[src/rtl/dsp_macc_pipe.sv]
// dsp_macc_pipe: pipelined multiply-accumulate, p = [acc +] a*b + carryin, with valid tagging.
// Optional feature: define MACC_SAT_EN to clamp the accumulator to the P_WIDTH range and flag
// clamped beats on sat; left undefined the arithmetic wraps silently and sat is tied low.
module dsp_macc_pipe #(
  parameter int unsigned A_WIDTH     = 16,
  parameter int unsigned B_WIDTH     = 16,
  parameter int unsigned P_WIDTH     = 32,
  parameter int unsigned PIPE_STAGES = 2,
  parameter int unsigned SIGNED      = 1
) (
  input  logic               clk,
  input  logic               rst,
  input  logic               in_valid,
  input  logic [A_WIDTH-1:0] a,
  input  logic [B_WIDTH-1:0] b,
  input  logic               carryin,
  input  logic               acc_en,
  input  logic               acc_clr,
  output logic               out_valid,
  output logic [P_WIDTH-1:0] p,
  output logic               sat
);

  // Stages ahead of the final accumulate register.
  localparam int unsigned NREG = (PIPE_STAGES > 1) ? PIPE_STAGES - 1 : 1;

  logic signed [A_WIDTH:0]   a_x;
  logic signed [B_WIDTH:0]   b_x;
  logic signed [P_WIDTH-1:0] prod_c;

  // Operands extended by one bit so one signed multiplier serves both signedness modes.
  always_comb begin
    a_x = (SIGNED != 0) ? {a[A_WIDTH-1], a} : {1'b0, a};
    b_x = (SIGNED != 0) ? {b[B_WIDTH-1], b} : {1'b0, b};
    // P_WIDTH >= A_WIDTH+B_WIDTH, so the product is exact at this width.
    prod_c = P_WIDTH'(a_x) * P_WIDTH'(b_x);
  end

  logic               fin_vld;
  logic [P_WIDTH-1:0] fin_prod;
  logic               fin_cin;
  logic               fin_en;
  logic               fin_clr;

  if (PIPE_STAGES > 1) begin : g_pipe
    for (genvar g = 0; g < int'(NREG); g++) begin : g_stage
      logic               vld_d,  vld_q;
      logic [P_WIDTH-1:0] prod_d, prod_q;
      logic               cin_d,  cin_q;
      logic               en_d,   en_q;
      logic               clr_d,  clr_q;

      if (g == 0) begin : g_first
        // First stage captures the product and the controls that travel with it.
        always_comb begin
          vld_d  = in_valid;
          prod_d = prod_c;
          cin_d  = carryin;
          en_d   = acc_en;
          clr_d  = acc_clr;
        end
      end else begin : g_next
        // Later stages just shift the beat along.
        always_comb begin
          vld_d  = g_stage[g-1].vld_q;
          prod_d = g_stage[g-1].prod_q;
          cin_d  = g_stage[g-1].cin_q;
          en_d   = g_stage[g-1].en_q;
          clr_d  = g_stage[g-1].clr_q;
        end
      end

      // Stage register; reset flushes any beat in flight.
      always_ff @(posedge clk) begin
        if (rst) begin
          vld_q  <= 1'b0;
          prod_q <= '0;
          cin_q  <= 1'b0;
          en_q   <= 1'b0;
          clr_q  <= 1'b0;
        end else begin
          vld_q  <= vld_d;
          prod_q <= prod_d;
          cin_q  <= cin_d;
          en_q   <= en_d;
          clr_q  <= clr_d;
        end
      end
    end

    // Last pipeline stage feeds the accumulate stage.
    always_comb begin
      fin_vld  = g_stage[NREG-1].vld_q;
      fin_prod = g_stage[NREG-1].prod_q;
      fin_cin  = g_stage[NREG-1].cin_q;
      fin_en   = g_stage[NREG-1].en_q;
      fin_clr  = g_stage[NREG-1].clr_q;
    end
  end else begin : g_nopipe
    // Single stage: multiply and accumulate in the same cycle.
    always_comb begin
      fin_vld  = in_valid;
      fin_prod = prod_c;
      fin_cin  = carryin;
      fin_en   = acc_en;
      fin_clr  = acc_clr;
    end
  end

  logic               out_valid_d, out_valid_q;
  logic [P_WIDTH-1:0] acc_d, acc_q;
  logic [P_WIDTH-1:0] base_c;
  logic [P_WIDTH-1:0] res_c;

  // Clear takes priority; otherwise enable selects accumulate versus load.
  always_comb begin
    base_c = (fin_clr || !fin_en) ? '0 : acc_q;
  end

`ifdef MACC_SAT_EN
  localparam int unsigned SW = P_WIDTH + 2;
  localparam logic signed [SW-1:0] SMAX = SW'({1'b0, {(P_WIDTH-1){1'b1}}});
  localparam logic signed [SW-1:0] SMIN = ~SMAX;
  localparam logic signed [SW-1:0] UMAX = SW'({P_WIDTH{1'b1}});

  logic signed [SW-1:0] base_w;
  logic signed [SW-1:0] prod_w;
  logic signed [SW-1:0] sum_w;
  logic                 clamp_c;
  logic                 sat_d, sat_q;

  // Two guard bits make the true sum visible so it can be clamped to range.
  always_comb begin
    if (SIGNED != 0) begin
      base_w = SW'($signed(base_c));
      prod_w = SW'($signed(fin_prod));
    end else begin
      base_w = SW'(base_c);
      prod_w = SW'(fin_prod);
    end
    sum_w   = base_w + prod_w + SW'(fin_cin);
    res_c   = sum_w[P_WIDTH-1:0];
    clamp_c = 1'b0;
    if (SIGNED != 0) begin
      if (sum_w > SMAX) begin
        res_c   = SMAX[P_WIDTH-1:0];
        clamp_c = 1'b1;
      end else if (sum_w < SMIN) begin
        res_c   = SMIN[P_WIDTH-1:0];
        clamp_c = 1'b1;
      end
    end else if (sum_w > UMAX) begin
      res_c   = UMAX[P_WIDTH-1:0];
      clamp_c = 1'b1;
    end
  end

  // Saturation flag follows each beat and holds across bubbles.
  always_comb begin
    sat_d = sat_q;
    if (fin_vld) begin
      sat_d = clamp_c;
    end
  end

  // Saturation flag register.
  always_ff @(posedge clk) begin
    if (rst) begin
      sat_q <= 1'b0;
    end else begin
      sat_q <= sat_d;
    end
  end

  assign sat = sat_q;
`else
  // Wrap-around sum modulo 2^P_WIDTH.
  always_comb begin
    res_c = base_c + fin_prod + P_WIDTH'(fin_cin);
  end

  assign sat = 1'b0;
`endif

  // Accumulator updates only on valid beats; bubbles hold it.
  always_comb begin
    out_valid_d = fin_vld;
    acc_d       = acc_q;
    if (fin_vld) begin
      acc_d = res_c;
    end
  end

  // Output stage register; p mirrors the accumulator.
  always_ff @(posedge clk) begin
    if (rst) begin
      out_valid_q <= 1'b0;
      acc_q       <= '0;
    end else begin
      out_valid_q <= out_valid_d;
      acc_q       <= acc_d;
    end
  end

  assign out_valid = out_valid_q;
  assign p         = acc_q;

endmodule

[config.mk]
export PLATFORM = sky130hd
export DESIGN_NAME = dsp_macc_pipe
export DESIGN_NICKNAME = d
export VERILOG_FILES = /design/src/rtl/dsp_macc_pipe.sv
export SDC_FILE = /design/constraint.sdc
export NUM_CORES = 1
export LEC_CHECK = 0
export CAP_MARGIN = 5
export CORE_ASPECT_RATIO = 0.75
export CORE_MARGIN = 5
export CORE_UTILIZATION = 28
export DETAILED_ROUTE_END_ITERATION = 10
export PLACE_DENSITY = 0.46
export SYNTH_ARGS = -nofsm -noshare
export SYNTH_HDL_FRONTEND = slang
export SYNTH_SLANG_ARGS = --single-unit
[constraint.sdc]
create_clock -name clk -period 10.8 [get_ports clk]
set_input_delay 1.62 -clock clk [delete_from_list [all_inputs] [get_ports clk]]
set_output_delay 1.62 -clock clk [all_outputs]
set_load 0.02 [all_outputs]
==> flow_metrics.py, run 1 <==
metrics = {
    "status": {
        "status": "finished clean",
    },
    "yosys": {
        "synth_top_area_share_pct": 38.42,
        "ys_seq_area_share_pct": 10.04,
        "ys_types": 67,
        "synth_most_common_cell": "inv_1",
        "ys.flop_type": "dfxtp_1",
        "synth_cells": 1549,
        "syn_nets": 1963,
        "synth-edff-count": 0,
        "synth.largest_area_cell": "fa_1",
        "yosys_warnings": 0,
        "syn_area_sq_mm": 0.01376,
        "synth_area_leaders": "fa_1, ha_1, dfxtp_1, inv_1, and2_1",
        "avgSynthCellArea_sq_um": 8.880,
        "ys_seq_elements": 69,
        "async_flop_share_pct": 0,
        "yosys-top-cells-count": "inv_1, fa_1, and2_1, nand2_1, ha_1",
    },
    "cts": {
        "hold_buffers": 0,
        "post_cts_resized": 0,
        "clockRootBuffer": "clkbuf_16",
        "htreeDepth": 3,
        "cts_setup_buffers": 0,
        "clockBufferDepth": 2,
        "cts_tree": "yes",
        "cts.sinks": 69,
        "cts.clk_slew.worst_paths_ns": 0.06,
        "numCtsBuffers": 9,
        "clk_latency_ns": 0.34,
    },
    "setup_path": {
        "cpPeakStageDelay_ns": 0.85,
        "crit_required_ns": 10.99,
        "worst-path-max-fanout": 16,
        "cp.arrival_ns": 8.54,
        "cpMostUsedCell": "fa_1",
        "crit_chain": "clkdlybuf4s50_1 > and2_1 > fa_1 > inv_1 > fa_1 > fa_1 > fa_1 > inv_1 > fa_1 > inv_1 > fa_1 > inv_1 > ha_1 > and3_1 > nand3_1 > o21ai_0 > a211oi_1 > o31ai_1 > a41oi_1 > xnor2_1 > nor2_1",
        "path_class": "in -> reg",
        "critPathLaunchType": "primary input",
        "slowest_stage": "clkdlybuf4s50_1",
        "endpoint_kind": "register",
    },
    "placed_design": {
        "dpl.hpwl_um": 27520,
        "portBuffers": 70,
        "globalplace.congestion": 0.8043,
        "placed_area_sq_mm": 0.01505,
        "dp.cells": 2218,
    },
    "floorplan": {
        "io_pins": 72,
        "num_rows": 70,
        "core_sq_mm": 0.04870,
        "start_util_pct": 28.25,
        "die_h_um": 202.0,
        "die_w_um": 265.9,
        "die-area_sq_mm": 0.05371,
    },
    "layout": {
        "diodes": 0,
        "fin_nets": 1995,
        "multi_input_area_sq_mm": 0.01085,
        "final_cells": 2233,
        "drive_above_1_share_pct": 2.208,
        "nFillCells": 5192,
        "final_area_sq_mm": 0.01535,
        "area.growth.synth_to_final_pct": 11.57,
        "ff_latch_area_sq_mm": 0.001381,
    },
    "drt": {
        "wl_per_cell_um": 14.76,
        "vias": 10020,
        "via_per_inst": 4.488,
        "wirelength_um": 32960,
        "dr.first_iter.drc_count": 416,
        "dr.pass1.iters": 5,
        "ant_nets": 0,
        "drc": 0,
    },
    "global_routing": {
        "grt_pass1_wl_um": 57170,
        "antenna_found_initial": 0,
        "grt_max_degree": 89,
        "grt_pass1_vias": 10970,
        "grtUsageTotal_pct": 12.98,
        "grt_overflow": 0,
    },
    "sta": {
        "period_minus_slack_ns": 8.351,
        "worst_pin_slew_ns": 0.9234,
        "maxSlewViolCount": 0,
        "relSlewSlack_pct": 38.44,
        "rsz0062_at_grt": "false",
        "max_freq_mhz": 119.7,
        "setup_tns_ns": 0,
        "finalHoldViolations": 0,
        "setup_viol": 0,
        "timing.final.crit_share_pct": 77.32,
        "skew_ns": 0.006016,
        "hold_slack_ns": 0.4992,
    },
    "flow_run": {
        "maxCapViolCount": 0,
    },
    "min_path": {
        "hold_class": "reg -> reg",
    },
}
## placed cells by master, fill, tap and decap left out, drive strengths merged, types with 3 or more instances in the layout
cell type and count:
clkbuf 12, xnor2 39, o211ai 5, nand3 13, dfxtp 69, nand2b 14
nor2 81, nor2b 15, nor3 13, o2111ai 3, a21boi 4, fa 264
xor2 10, nand4 3, inv 338, ha 112, o21ai 22, nand2 138
nor4 5, a31oi 6, a211oi 9, o21a 12, a21o 22, clkdlybuf4s50 69
and2 152, mux2 3, o21bai 11, buf 7, nor3b 6, or2 4
o311ai 3, and3 6, a21oi 56, or3 6, or4 5, mux2i 14
## state kept, by name, summed over array words and instances, names as in the netlist
name	cells
fin_cin	1
fin_clr	1
fin_en	1
fin_prod	32
fin_vld	1
out_valid	1
p	32
## metal layers
layer  track usage [%]  wire length (um)  part of all wire (%)  up-vias
li1                  -                 -                     -     4808
met1             18.60             16320                    49     5092
met2             21.85             15550                    47      100
met3             1.546               846                   2.6       21
met4             1.434               248                  0.75        0
met5                 0                 0                     0        -
## worst max-delay path, delay by kind of cell
kind                       cells  cell delay (ns)
buffers and inverters          5             1.04
xor gates and xnor gates       1             0.19
AOI/OAI and AO/OA              4             1.67
adders and majority gates      7             3.30
and+or+nand+nor                4             0.71
## per-stage QoR
stage / util [%] / setup slack [ns]
detailed placement: 30.91 / 2.123
finish: 31.52 / 2.449
floorplan: - / 3.508
global placement: 30.91 / 2.212
global route: 31.52 / 2.043
CTS: 31.52 / 2.467
## final cells by class
cell class              instances  area share, %
multi-input cells            1087          70.72
flip-flops and latches         69          9.000
inverters                     338          8.267
well taps                     648          5.283
repair buffers                 76          4.826
clock buffers                  12          1.606
clock inverters                 3         0.3016
## logic make-up after synthesis
family,count (synthesis),share of synthesized area [%]
xor+xnor,49,3.120
mux,17,1.264
buf+inv,393,11.06
fa+ha+maj,376,48.61
flops,69,10.04
simple gates,469,17.35
other cells,1,0.02726
compound gates,175,8.523
## worst paths after layout
check	startpoint	endpoint	slack, ns	depth (start not counted)
max reg2reg	fin_en	p[30]	6.76	14
max	a[7]	fin_prod[31]	2.45	21
min reg2reg	p[2]	p[2]	0.50	2
min	p[2]	p[2]	0.50	2
Power of run 1 is left out: the tool's default activity adds up to more than one toggle a clock period on the data nets, which glitch-free logic cannot reach.
==> inputs of run 2 (changes only) <==
==> constraint.sdc (replaced) <==
create_clock -name clk -period 8.2 [get_ports clk]
set_input_delay 1.23 -clock clk [delete_from_list [all_inputs] [get_ports clk]]
set_output_delay 1.23 -clock clk [all_outputs]
set_load 0.02 [all_outputs]
==> run 2 against run 1 <==
Against the previous run: final area increased by 1.9%; count of clock-buffer cells in the layout up 1; cell count is 1.8% higher; sequential share of layout area is 0.16 points lower; non-clock buffer count is 39 higher; global-route usage grew 0.27 points; hold slack better by 0.0013 ns; critical path depth fell by 1; via count rose by 1.1%; setup slack got worse by 1.9 ns; routed wire length grew 2.2%; flip-flop and latch count unchanged; largest cell class unchanged.
==> flow_metrics.py, run 2 (same netlist as run 1, synthesis figures left out) <==
metrics = {
    "setup_path": {
        "r2r_start": "fin_en",
        "rr_endpoint": "p[31]",
        "crit_chain": "clkdlybuf4s50_1 > and2_1 > inv_1 > fa_1 > inv_1 > fa_1 > fa_1 > fa_1 > fa_1 > inv_1 > fa_1 > inv_1 > ha_1 > or3_1 > or2_2 > a211oi_1 > o31ai_1 > a41oi_1 > xnor2_1 > nor2_1",
        "cp.arrival_ns": 7.84,
        "critPathLaunchType": "primary input",
        "cpMostUsedCell": "fa_1",
        "worst-path-max-fanout": 16,
        "endpoint_kind": "register",
        "crit_required_ns": 8.39,
        "cpPeakStageDelay_ns": 0.86,
        "path_class": "in -> reg",
        "rr_worst_depth": 13,
        "slowest_stage": "clkdlybuf4s50_1",
        "critical-path-top-delay-family": "adder cells",
        "r2r_slack_ns": 4.15,
        "crit_buf_inv": 5,
    },
    "drt": {
        "drc": 0,
        "dr.pass1.iters": 5,
        "ant_nets": 0,
        "wirelength_um": 33700,
        "vias": 10130,
        "via_per_inst": 4.458,
        "dr.first_iter.drc_count": 440,
        "wl_per_cell_um": 14.83,
    },
    "layout": {
        "final_common_cell": "inv_1",
        "ff_latch_area_sq_mm": 0.001381,
        "post-route-util_pct": 32.10,
        "area.growth.synth_to_final_pct": 13.65,
        "nFillCells": 5239,
        "mostFrequentLayoutCells": "inv_1, fa_1, and2_1",
        "multi_input_area_sq_mm": 0.01085,
        "fin_nets": 2034,
        "diodes": 0,
        "drive_above_1_share_pct": 4.492,
    },
    "sta": {
        "rsz0062_at_grt": "false",
        "worst_pin_slew_ns": 0.9125,
        "finalHoldViolations": 0,
        "skew_ns": 0.006299,
        "max_freq_mhz": 130.8,
        "setup_viol": 0,
        "hold_slack_ns": 0.5005,
        "period_minus_slack_ns": 7.645,
        "maxSlewViolCount": 0,
        "timing.final.crit_share_pct": 93.23,
        "setup_tns_ns": 0,
        "relSlewSlack_pct": 39.16,
    },
    "cts": {
        "cts_tree": "yes",
        "clockBufferDepth": 2,
        "htreeDepth": 3,
        "clockRootBuffer": "clkbuf_16",
        "hold_buffers": 0,
        "cts.clk_slew.worst_paths_ns": 0.06,
        "cts_setup_buffers": 0,
        "clk_latency_ns": 0.34,
        "post_cts_resized": 0,
        "numCtsBuffers": 9,
        "cts.sinks": 69,
    },
    "min_path": {
        "min_path_cells": 2,
        "min_to": "p[0]",
        "hp-start": "p[0]",
        "hold_class": "reg -> reg",
    },
    "floorplan": {
        "die_w_um": 265.9,
        "die_h_um": 202.0,
        "start_util_pct": 28.25,
        "num_rows": 70,
        "io_pins": 72,
        "die-area_sq_mm": 0.05371,
        "core_sq_mm": 0.04870,
    },
    "global_routing": {
        "grt_overflow": 0,
        "grtUsageTotal_pct": 13.24,
        "antenna_found_initial": 0,
        "grt_max_degree": 89,
        "grt_pass1_wl_um": 58240,
        "grt_pass1_vias": 11230,
    },
    "placed_design": {
        "dpl.hpwl_um": 29160,
        "globalplace.congestion": 0.8155,
        "portBuffers": 70,
    },
    "status": {
        "status": "finished clean",
    },
    "flow_run": {
        "maxCapViolCount": 0,
    },
}
-- run 2: layout make-up --
cell class / count / area share, %
well taps: 648 / 5.186
clock buffers: 13 / 1.537
multi-input cells: 1087 / 69.42
flip-flops and latches: 69 / 8.836
repair buffers: 115 / 6.611
inverters: 338 / 8.115
clock inverters: 3 / 0.2961
-- run 2: through the flow --
stage               cell area [sq um]  cells  setup WS (ns)
floorplan                       13760   1549          1.298
global route                    15630   2273        0.07487
global placement                15350   2257         0.2212
detailed placement              15350   2257         0.2339
CTS                             15630   2273         0.5759
finish                          15630   2273         0.5553
-- run 2: metal layers --
metal / wire, um / global-route usage (%) / up-vias / share of wire [%]
met2: 15860 / 22.36 / 122 / 47
met4: 170 / 1.250 / 0 / 0.50
met3: 1008 / 1.655 / 15 / 3.0
li1: - / - / 4888 / -
met5: 0 / 0 / - / 0
met1: 16670 / 18.98 / 5107 / 49
-- run 2: worst max path at each step --
stage	from	endpoint	slack, ns	cells after the start
global placement	a[6]	fin_prod[31]	0.22	23
CTS	a[6]	fin_prod[31]	0.58	23
finish	b[5]	fin_prod[31]	0.56	20
global route	b[5]	fin_prod[31]	0.07	20
floorplan	a[7]	fin_prod[28]	1.30	23
detailed placement	b[5]	fin_prod[31]	0.23	20
-- run 2: worst min-delay path, stage by stage, from the launching register on --
cell and delay [ns]:
dfxtp_1 0.32, nor2_1 0.09, a211oi_1 0.05
Power of run 2 is left out for the same reason.
==> inputs of run 3 (changes only) <==
==> constraint.sdc (replaced) <==
create_clock -name clk -period 8.8 [get_ports clk]
set_input_delay 1.32 -clock clk [delete_from_list [all_inputs] [get_ports clk]]
set_output_delay 1.32 -clock clk [all_outputs]
set_load 0.02 [all_outputs]
==> run 3 against run 2 <==
Against the previous run: clock skew up 0.00081 ns; final area down 0.74%; highest routed layer unchanged; count of clock-buffer cells in the layout stayed put; routed wire length is 0.36% lower; setup slack better by 0.26 ns; utilization decreased by 0.24 points; cell count shrank 0.92%; via count fell by 0.63%; global-route usage about the same; flip-flop and latch count unchanged; first-iteration DRC count increased by 3.0%; critical path depth rose by 1.
==> flow_metrics.py, run 3 (same netlist as run 1, synthesis figures left out) <==
metrics = {
    "status": {
        "status": "finished clean",
    },
    "drt": {
        "drc": 0,
        "dr.first_iter.drc_count": 453,
        "wirelength_um": 33580,
        "dr.pass1.iters": 5,
        "vias": 10070,
        "wl_per_cell_um": 14.91,
        "ant_nets": 0,
        "via_per_inst": 4.471,
    },
    "cts": {
        "hold_buffers": 0,
        "clockBufferDepth": 2,
        "cts_setup_buffers": 0,
        "cts.clk_slew.worst_paths_ns": 0.06,
        "post_cts_resized": 0,
        "numCtsBuffers": 9,
        "htreeDepth": 3,
        "clockRootBuffer": "clkbuf_16",
        "clk_latency_ns": 0.34,
        "cts_tree": "yes",
        "cts.sinks": 69,
    },
    "floorplan": {
        "die_h_um": 202.0,
        "io_pins": 72,
        "core_sq_mm": 0.04870,
        "start_util_pct": 28.25,
        "die-area_sq_mm": 0.05371,
        "die_w_um": 265.9,
        "num_rows": 70,
    },
    "setup_path": {
        "crit_chain": "clkdlybuf4s50_1 > and2_1 > fa_1 > inv_1 > fa_1 > fa_1 > inv_1 > fa_1 > fa_1 > inv_1 > fa_1 > inv_1 > ha_1 > and3_1 > nand3_1 > o21ai_0 > a211oi_1 > o31ai_1 > a41oi_1 > xnor2_1 > nor2_1",
        "worst-path-max-fanout": 16,
        "r2r_slack_ns": 4.79,
        "cpPeakStageDelay_ns": 0.77,
        "endpoint_kind": "register",
        "path_class": "in -> reg",
        "cp.arrival_ns": 8.18,
        "crit_required_ns": 8.99,
        "critical-path-top-delay-family": "adder cells",
        "crit_buf_inv": 5,
        "cpMostUsedCell": "fa_1",
        "slowest_stage": "clkdlybuf4s50_1",
        "critPathLaunchType": "primary input",
    },
    "layout": {
        "drive_above_1_share_pct": 3.367,
        "nFillCells": 5226,
        "mostFrequentLayoutCells": "inv_1, fa_1, and2_1",
        "final_common_cell": "inv_1",
        "diodes": 0,
        "post-route-util_pct": 31.87,
        "final_cells": 2252,
        "area.growth.synth_to_final_pct": 12.81,
        "fin_nets": 2013,
    },
    "global_routing": {
        "grt_pass1_wl_um": 57910,
        "grt_max_degree": 89,
        "grt_pass1_vias": 11160,
        "grt_overflow": 0,
        "antenna_found_initial": 0,
        "grtUsageTotal_pct": 13.22,
    },
    "placed_design": {
        "portBuffers": 70,
        "dpl.hpwl_um": 28350,
        "globalplace.congestion": 0.8176,
        "dp.cells": 2236,
    },
    "sta": {
        "period_minus_slack_ns": 7.989,
        "worst_pin_slew_ns": 0.8989,
        "setup_viol": 0,
        "timing.final.crit_share_pct": 90.78,
        "setup_tns_ns": 0,
        "rsz0062_at_grt": "false",
        "maxSlewViolCount": 0,
        "skew_ns": 0.007109,
        "finalHoldViolations": 0,
        "max_freq_mhz": 125.2,
        "relSlewSlack_pct": 39.44,
        "hold_slack_ns": 0.4982,
    },
    "min_path": {
        "hold_class": "reg -> reg",
    },
    "flow_run": {
        "maxCapViolCount": 0,
    },
}
==> run 3: tightest hold or removal path, cell delays in order, from the launching register on <==
cell	delay (ns)
dfxtp_1	0.32
nor2_1	0.08
a211oi_1	0.05
==> run 3: path summary, 6_finish.rpt <==
| check | start | endpoint | cells after the start |
|---|---|---|---|
| worst max-delay path | b[5] | fin_prod[31] | 21 |
| worst min-delay path | p[14] | p[14] | 2 |
| worst max register to register | fin_en | p[31] | 13 |
| worst min register to register | p[14] | p[14] | 2 |
==> run 3: cell type report <==
class,count,area (sq um),share of cell area [%]
clock inverter,3,67.56,0.4354
sequential,69,1381,8.902
tap,648,810.8,5.225
inverter,338,1269,8.176
multi-input combinational,1087,10850,69.94
clock buffer,13,260.3,1.677
timing repair buffer,94,875.8,5.644
==> run 3: through the flow <==
step	area [sq um]	worst slack [ns]
after floorplan	13760	1.808
after detailed placement	15190	0.5308
after CTS	15520	0.8792
final	15520	0.8115
after global routing	15520	0.4404
after global placement	15190	0.6331
==> run 3: metal layers <==
layer | up-vias | part of all wire, % | global-route usage (%) | routed length (um)
li1 | 4844 | - | - | -
met1 | 5100 | 50 | 18.68 | 16670
met2 | 112 | 47 | 22.54 | 15890
met3 | 12 | 2.6 | 1.801 | 889
met4 | 0 | 0.41 | 1.195 | 139
met5 | - | 0 | 0 | 0
Power of run 3 is left out for the same reason.
